File: src/rtl/conv_enc_pkg.sv
// Shared types and the single-bit step of the rate-1/2, K=3 convolutional
// encoder (generators X=7, Y=5 octal).
package conv_enc_pkg;

   localparam int unsigned K   = 3;
   localparam logic [2:0]  G_X = 3'b111;
   localparam logic [2:0]  G_Y = 3'b101;

   typedef logic [K-1:0] enc_state_t;

   typedef enum logic [1:0] {IDLE, ENCODE, HOLD} fsm_t;

   // Returns {next_state, X, Y}; taps apply to the state after shifting the bit in.
   function automatic logic [K+1:0] enc_step(input enc_state_t state, input logic b);
      enc_state_t ns;
      ns = {state[K-2:0], b};
      return {ns, ^(ns & G_X), ^(ns & G_Y)};
   endfunction

endpackage

File: src/rtl/conv_enc_core.sv
// Combinational encoder slice: chains BITS_PER_CYCLE encoder steps in one cycle,
// lowest bit first; the first coded pair lands in the top bits of o_coded.
module conv_enc_core
   import conv_enc_pkg::*;
#(
   parameter int unsigned BITS_PER_CYCLE = 1
)
(
   input  enc_state_t                    i_state,
   input  logic [BITS_PER_CYCLE-1:0]     i_bits,
   output enc_state_t                    o_state,
   output logic [2*BITS_PER_CYCLE-1:0]   o_coded
);

   enc_state_t                w_s;
   logic [K+1:0]              w_step;
   logic [BITS_PER_CYCLE-1:0] w_bits;

   always_comb begin
      w_s     = i_state;
      w_step  = '0;
      w_bits  = i_bits;
      o_coded = '0;
      for (int unsigned i = 0; i < BITS_PER_CYCLE; i++) begin
         w_step  = enc_step(w_s, w_bits[0]);
         w_s     = w_step[K+1:2];
         w_bits  = w_bits >> 1;
         o_coded = o_coded << 2;
         o_coded[1:0] = w_step[1:0];
      end
      o_state = w_s;
   end

endmodule

File: src/rtl/conv_encoder_tx.sv
// Byte-wide rate-1/2 K=3 convolutional encoder with output handshake.
// Optional tail flush (flush_i) is built only when CONV_ENC_TAIL_FLUSH_EN is defined.
module conv_encoder_tx
   import conv_enc_pkg::*;
#(
   parameter int unsigned BITS_PER_CYCLE = 1
)
(
   input  logic        clk,
   input  logic        rst,
   input  logic        dvalid_i,
   input  logic [7:0]  data_i,
   input  logic        clear_state_i,
   input  logic        ready_i,
`ifdef CONV_ENC_TAIL_FLUSH_EN
   input  logic        flush_i,
`endif
   output logic [15:0] data_o,
   output logic        valid_o,
   output logic        busy_o,
   output logic        overrun_o
);

   localparam int unsigned N        = 8 / BITS_PER_CYCLE;
   localparam logic [3:0]  LAST_CNT = 4'(N - 1);

   fsm_t                        r_state, w_next;
   enc_state_t                  r_enc, w_enc_next;
   logic [7:0]                  r_shift, w_byte;
   logic [15:0]                 r_word;
   logic [3:0]                  r_cnt;
   logic                        r_valid, r_busy, r_overrun;
   logic                        w_accept, w_clear, w_step, w_done, w_release;
   logic [2*BITS_PER_CYCLE-1:0] w_coded;

   conv_enc_core #(.BITS_PER_CYCLE(BITS_PER_CYCLE)) u_core (
      .i_state (r_enc),
      .i_bits  (r_shift[BITS_PER_CYCLE-1:0]),
      .o_state (w_enc_next),
      .o_coded (w_coded)
   );

   always_ff @(posedge clk or posedge rst) begin
      if (rst) r_state <= IDLE;
      else     r_state <= w_next;
   end

   always_comb begin
      w_next    = r_state;
      w_accept  = 1'b0;
      w_byte    = data_i;
      w_clear   = 1'b0;
      w_step    = 1'b0;
      w_done    = 1'b0;
      w_release = 1'b0;
      case (r_state)
         IDLE: begin
            w_clear = clear_state_i;
            if (dvalid_i) begin
               w_accept = 1'b1;
               w_next   = ENCODE;
            end
`ifdef CONV_ENC_TAIL_FLUSH_EN
            else if (flush_i) begin
               w_accept = 1'b1;
               w_byte   = '0;
               w_next   = ENCODE;
            end
`endif
         end
         ENCODE: begin
            w_step = 1'b1;
            if (r_cnt == LAST_CNT) begin
               w_done = 1'b1;
               w_next = HOLD;
            end
         end
         HOLD: begin
            if (ready_i) begin
               w_release = 1'b1;
               w_next    = IDLE;
            end
         end
         default: w_next = IDLE;
      endcase
   end

   // A clear coinciding with acceptance takes effect before the first encode edge.
   always_ff @(posedge clk or posedge rst) begin
      if (rst) begin
         r_enc     <= '0;
         r_shift   <= '0;
         r_word    <= '0;
         r_cnt     <= '0;
         r_valid   <= 1'b0;
         r_busy    <= 1'b0;
         r_overrun <= 1'b0;
      end else begin
         if (w_clear) r_enc <= '0;
         if (w_accept) begin
            r_shift <= w_byte;
            r_cnt   <= '0;
            r_busy  <= 1'b1;
         end
         if (w_step) begin
            r_enc   <= w_enc_next;
            r_shift <= r_shift >> BITS_PER_CYCLE;
            r_word  <= (r_word << (2 * BITS_PER_CYCLE)) | 16'(w_coded);
            r_cnt   <= r_cnt + 4'd1;
         end
         if (w_done) r_valid <= 1'b1;
         if (w_release) begin
            r_valid <= 1'b0;
            r_busy  <= 1'b0;
         end
         if (dvalid_i && r_busy) r_overrun <= 1'b1;
      end
   end

   assign data_o    = r_word;
   assign valid_o   = r_valid;
   assign busy_o    = r_busy;
   assign overrun_o = r_overrun;

endmodule

File: config.mk
export PLATFORM = sky130hd
export DESIGN_NAME = conv_encoder_tx
export DESIGN_NICKNAME = d
export VERILOG_FILES = /design/src/rtl/conv_enc_pkg.sv /design/src/rtl/conv_enc_core.sv /design/src/rtl/conv_encoder_tx.sv
export SDC_FILE = /design/constraint.sdc
export NUM_CORES = 1
export LEC_CHECK = 0
export ABC_AREA = 1
export CAP_MARGIN = 25
export CELL_PAD_IN_SITES_DETAIL_PLACEMENT = 1
export CELL_PAD_IN_SITES_GLOBAL_PLACEMENT = 1
export CORE_ASPECT_RATIO = 1.1
export CORE_MARGIN = 5
export CORE_UTILIZATION = 37
export DETAILED_ROUTE_END_ITERATION = 8
export PLACE_DENSITY = 0.77
export SLEW_MARGIN = 40
export SYNTH_ARGS = -nofsm -noshare
export SYNTH_HDL_FRONTEND = slang
export SYNTH_SLANG_ARGS = --single-unit
File: constraint.sdc
create_clock -name clk -period 1.3 [get_ports clk]
set_input_delay 0.26 -clock clk [delete_from_list [all_inputs] [get_ports clk]]
set_output_delay 0.26 -clock clk [all_outputs]
set_load 0.02 [all_outputs]
# --- Word level (Yosys, flattened, before mapping) ---
# Index checks and enable logic that the tools add are counted.
word_totals:
  ff_bits: 35
  in_bits: 13
  output_inout_bits: 19
  wordCells: 47
op_classes:
  add_sub_neg: 1
  eq_ne: 6
  mux: 22
  n_bitwise: 1
  reduce_logical: 9
op_table:
  columns: ["operator", "n"]
  rows:
  - ["two-way mux 8 bit", 2]
  - ["bitwise OR 16 x 2 -> 16 bit", 1]
  - ["two-way mux 1 bit", 12]
  - ["two-way mux 2 bit", 5]
  - ["two-way mux 4 bit", 2]
  - ["nonzero test 2 bit", 4]
  - ["inequality test 2 bit (second input constant)", 3]
  - ["one-hot mux 2 bit (3 select lines)", 1]
  - ["XOR reduction 3 bit", 2]
  - ["adder 4 x 1 -> 4 bit (second input constant)", 1]
  - ["== test 4 x 3 -> 1 bit (second input constant)", 1]
  - ["AND reduction 3 bit", 1]
  - ["== test 2 x 1 -> 1 bit (second input constant)", 1]
  - ["== test 2 bit (second input constant)", 1]
  - ["zero test 2 bit", 1]
  - ["logical AND 1 bit", 1]

# --- Depth between registers and ports, before layout ---
logic_depth:
  ltp_word: 5
  mapped_depth: 7
  depth_no_buf: 6

# --- By module ---
# Synthesis repeated with hierarchy kept, for this count alone.
unflattened:
  hier_cells: 190
  area_unflattened_um2: 1609.0
modules_own_cells:
  columns: ["module", "instances", "cells_per_inst", "area_per_inst_um2", "seq_area_each_um2"]
  rows:
  - ["conv_encoder_tx", 1, 176, 1542.7, 900.9]
  - ["conv_enc_core", 1, 14, 66.3, 0.0]

# --- Worst setup path before layout ---
# No wires, ideal clock.
synth_timing:
  kind: "flip-flop to flip-flop"
  startpoint: "reg r_state[1]"
  endpoint: "reg r_shift[0]"
  setup_time_ns: 0.117
  t_arrival_ns: 0.916
  required_time_ns: 1.183
  path_slack_ns: 0.268
  stages_incl_launch_ff: 8
  n_path_buf: 1
  cell_sequence: "dfrtp_1 inv_2 nand2_4 buf_6 nand2_1 nand2_1 nand2_1 nand2_1"
synth_via:
  elab_chain_cells: 3
synth_lines:
  columns: ["item", "line", "rtl"]
  rows:
  - ["start: declaration", "conv_encoder_tx.sv:27", "fsm_t r_state, w_next;"]
  - ["start signal: assignment", "conv_encoder_tx.sv:45", "else r_state <= w_next;"]
  - ["== test 2 x 1 -> 1 bit or zero test 2 bit (tied branches)", "conv_encoder_tx.sv:56", "case (r_state)"]
  - ["two-way mux 1 bit", "conv_encoder_tx.sv:56", null]
  - ["two-way mux 8 bit or nonzero test 2 bit (tied branches)", null, null]
  - ["end signal: assignment", "conv_encoder_tx.sv:101", "r_shift <= w_byte;"]
  - ["end signal: assignment", "conv_encoder_tx.sv:107", "r_shift <= r_shift >> BITS_PER_CYCLE;"]
  - ["end: declaration", "conv_encoder_tx.sv:29", "logic [7:0] r_shift, w_byte;"]
# Parallel ways exist; a longest one is shown, timed or not.
# A chain may end at the register's enable or synchronous reset.

# --- Final worst setup path ---
layout_timing:
  startpoint: "reg r_word[0], in the netlist data_o[0]"
  endpoint: "out data_o[0]"
layout_rtl:
  columns: ["item", "line", "rtl"]
  rows:
  - ["start: declaration", "conv_encoder_tx.sv:30", "logic [15:0] r_word;"]
  - ["start signal: assignment", "conv_encoder_tx.sv:108", "r_word <= (r_word << (2 * BITS_PER_CYCLE)) | 16'(w_coded);"]
  - ["end: declaration", "conv_encoder_tx.sv:18", "output logic [15:0] data_o,"]
# No word-level cell between the ends.

==> results.tsv <==
metric	value	unit
clock_sinks	35	
synth.net_count	196	
r2r.worst_path.cells	5	
syn-mean-instance-area	8.39	um^2
buffer_ports.inserted	31	
p_per_area	2370	nW/um^2
timing.final.hold_violations	0	
first_pass_grt_wire_length	6.89	mm
synth-edff-count	0	
critical_path_peak_fanout	3	
grtUsageTotal	15.5	%
rsz0062_at_grt	false	
detailedPlacementHpwl	2.89	mm
wire_per_inst	14.0	um
drc_errors	0	
cts_buf_count	5	
total_leakage_power	1.03	nW
finalCritPeriodShare	97.1	%
startpoint_class	register	
power.total	4.72	mW
synth_top_cells_by_area	dfrtp_1, nand2_1, nand3_1, o21ai_0, inv_1	
synthMostInstantiatedCell	nand2_1	
crit-reg2reg-launch	r_state[1]$_DFFE_PP0P_	
async_flop_share	100	%
worst_path_max_delay_cell	dfrtp_1	
routed_wl	3.86	mm
vias	1299	
die_width	71.3	um
path_clk_slew	0.07	ns
path_delay_family	flip-flops	
setup_viol_count_final	0	
hold_ws	0.325	ns
avgViaCountPerCell	4.71	
yosys.area_share.simple	27.6	%
r2r_setup_slack	0.13	ns
gr-total-overflow	0	
slew_viol_final	0	
final_core_utilization	49.9	%
ir_worst_vdd	1.26	mV
synth-seq-cells	35	
hold_buffers	0	
source_to_sink_clock_delay_at_the_later_pin_of_the_worst_skew_pair	0.28	ns
drive_above_1_share	8.93	%
post_synth_fa_ha_maj_area_fraction	0.819	%
required	1.04	ns
cp_cell_sequence	dlygate4sd2_1	
ys_seq_area_share	57.3	%
core	3990	um^2
synthFlopType	dfrtp_1	
ctsHtreeMaxLevel	2	
antenna_found_initial	0	
tritoncts	built	
skew	0.00931	ns
cp-endpoint	data_o[0]	
cp_max_stage_delay	0.40	ns
hp-class	input pin to async pin	
detail_route.iter0.violations	76	
synth_xor_xnor_area_share	0	%
effective_utilization_at_floorplan	38.3	%
grt_pass1_vias	1501	
synth_commonest_cells	nand2_1, dfrtp_1, inv_1	
worst_pin_slew	0.232	ns
yosysTopAreaCell	dfrtp_1	
grt_max_degree	36	
drv.max_cap_violation_count	0	
crit_cells	1	
place.gp.congestion	0.777	
core.rowCount	24	
drt_first_pass_iters	4	
yosysWarningCount	0	
fp.dieArea	5520	um^2
top_area_cell_type_share_of_the_netlist_area	57.3	%
synth_mux_area_share	0	%
timing.slew.headroom	84.6	%
ctsLongestPathBuffers	2	
area_delta_synth_final	30.5	%
die-height	77.4	um
synth_top_family_by_area	simple AND/OR/NAND/NOR gates	
fmax	0.792	GHz
final_net_count	237	
insertedDiodeCount	0	
crit_type	register to primary output	
timing.rr.end	r_cnt[2]$_DFFE_PP0P_	
synth_compound_gate_area_share	7.29	%
synthCells	182	
worst-endpoint-arrival	1.00	ns
timing.final.crit_period	1.26	ns
final_antenna_net_count	0	
boundaryPins	32	
synthesis.area	1530	um^2
status	complete, no violations	
crit_start	data_o[0]$_DFFE_PP0N_	
synth_cell_types	18	
cp.buffers_inverters	1	
cts.root.buffer_cell	clkbuf_8	
cp-end-kind	primary output	
[state kept, by name (all words and copies together) (netlist names)]
name / count
data_o: 16
overrun_o: 1
valid_o: 1
r_state: 2
r_cnt: 4
r_shift: 8
r_enc: 2
busy_o: 1
[tightest hold or removal path: stages]
cell and delay, ns:
clkdlybuf4s50_1 0.40, inv_1 0.09, buf_12 0.22
[routing by layer]
metal,vias up,part of all wire [%],global-route usage [%]
met5,-,0,0
met4,0,1.2,3.95
met3,6,2.8,3.75
met2,17,52,27.3
met1,629,44,18.8
li1,647,-,-
[metrics by stage]
stage,setup WS [ns],cells,TNS [ns],area (um^2)
floorplan,0.264,182,0,1530
global placement,0.0541,268,0,1940
detailed placement,-0.000558,268,-0.000558,1940
CTS,0.00669,276,0,1990
global route,0.000100,276,0,1990
finish,0.0380,276,0,1990
[cell type report]
type,instances,area (um^2)
inverter,15,58.8
clock inverter,1,5.00
fill,485,2000
multi-input combinational,126,546
sequential,35,876
timing repair buffer,40,368
tap,52,65.1
clock buffer,7,76.3
[power breakdown]
group          internal (mW)  switching (mW)
logic                  0.779            1.31
registers               1.54           0.341
clock network          0.376           0.377
total                   2.69            2.02
[repair_timing]
item | 4_1_cts | 5_1_grt
buffers inserted | 0 | 0
resized for setup | 20 | 5
setup endpoints to repair | 19 | 5
[worst min path at each step]
stage / startpoint / end / cells past startpoint / slack (ns)
2_1_floorplan: dvalid_i / overrun_o$_DFFE_PP0P_ / 1 / 0.38
3_3_place_gp: overrun_o$_DFFE_PP0P_ / overrun_o$_DFFE_PP0P_ / 1 / 0.44
3_5_place_dp: r_shift[7]$_DFFE_PP0P_ / r_shift[7]$_DFFE_PP0P_ / 2 / 0.46
4_1_cts: rst / r_shift[0]$_DFFE_PP0P_ / 3 / 0.33
5_1_grt: rst / r_enc[1]$_DFFE_PP0P_ / 3 / 0.34
6_report: rst / data_o[2]$_DFFE_PP0N_ / 3 / 0.33
[logic make-up (layout without fill, tap and decap cells)]
logic type | count (synthesis) | count (layout)
compound gates | 21 | 21
fa+ha+maj | 1 | 1
buf+inv | 21 | 63
flops | 35 | 35
simple gates | 104 | 104
[layout by cell type (no fill, tap or decap)]
master            n
nand3b_1          1
ha_1              1
nand4_1           2
o21ai_1           9
nand2_1          83
clkbuf_8          5
a21o_1            1
clkbuf_1          2
o21ai_0          10
clkbuf_2          1
nand3_1          12
inv_4             1
nand2_4           1
o21ai_2           1
buf_12            1
dlygate4sd2_1    14
nor2_1            5
buf_4             8
clkdlybuf4s50_1  12
inv_2             1
dfrtp_1          35
inv_1            13
clkinv_2          1
clkdlybuf4s15_1   4
No activity file was read; power rests on OpenSTA's default activity.
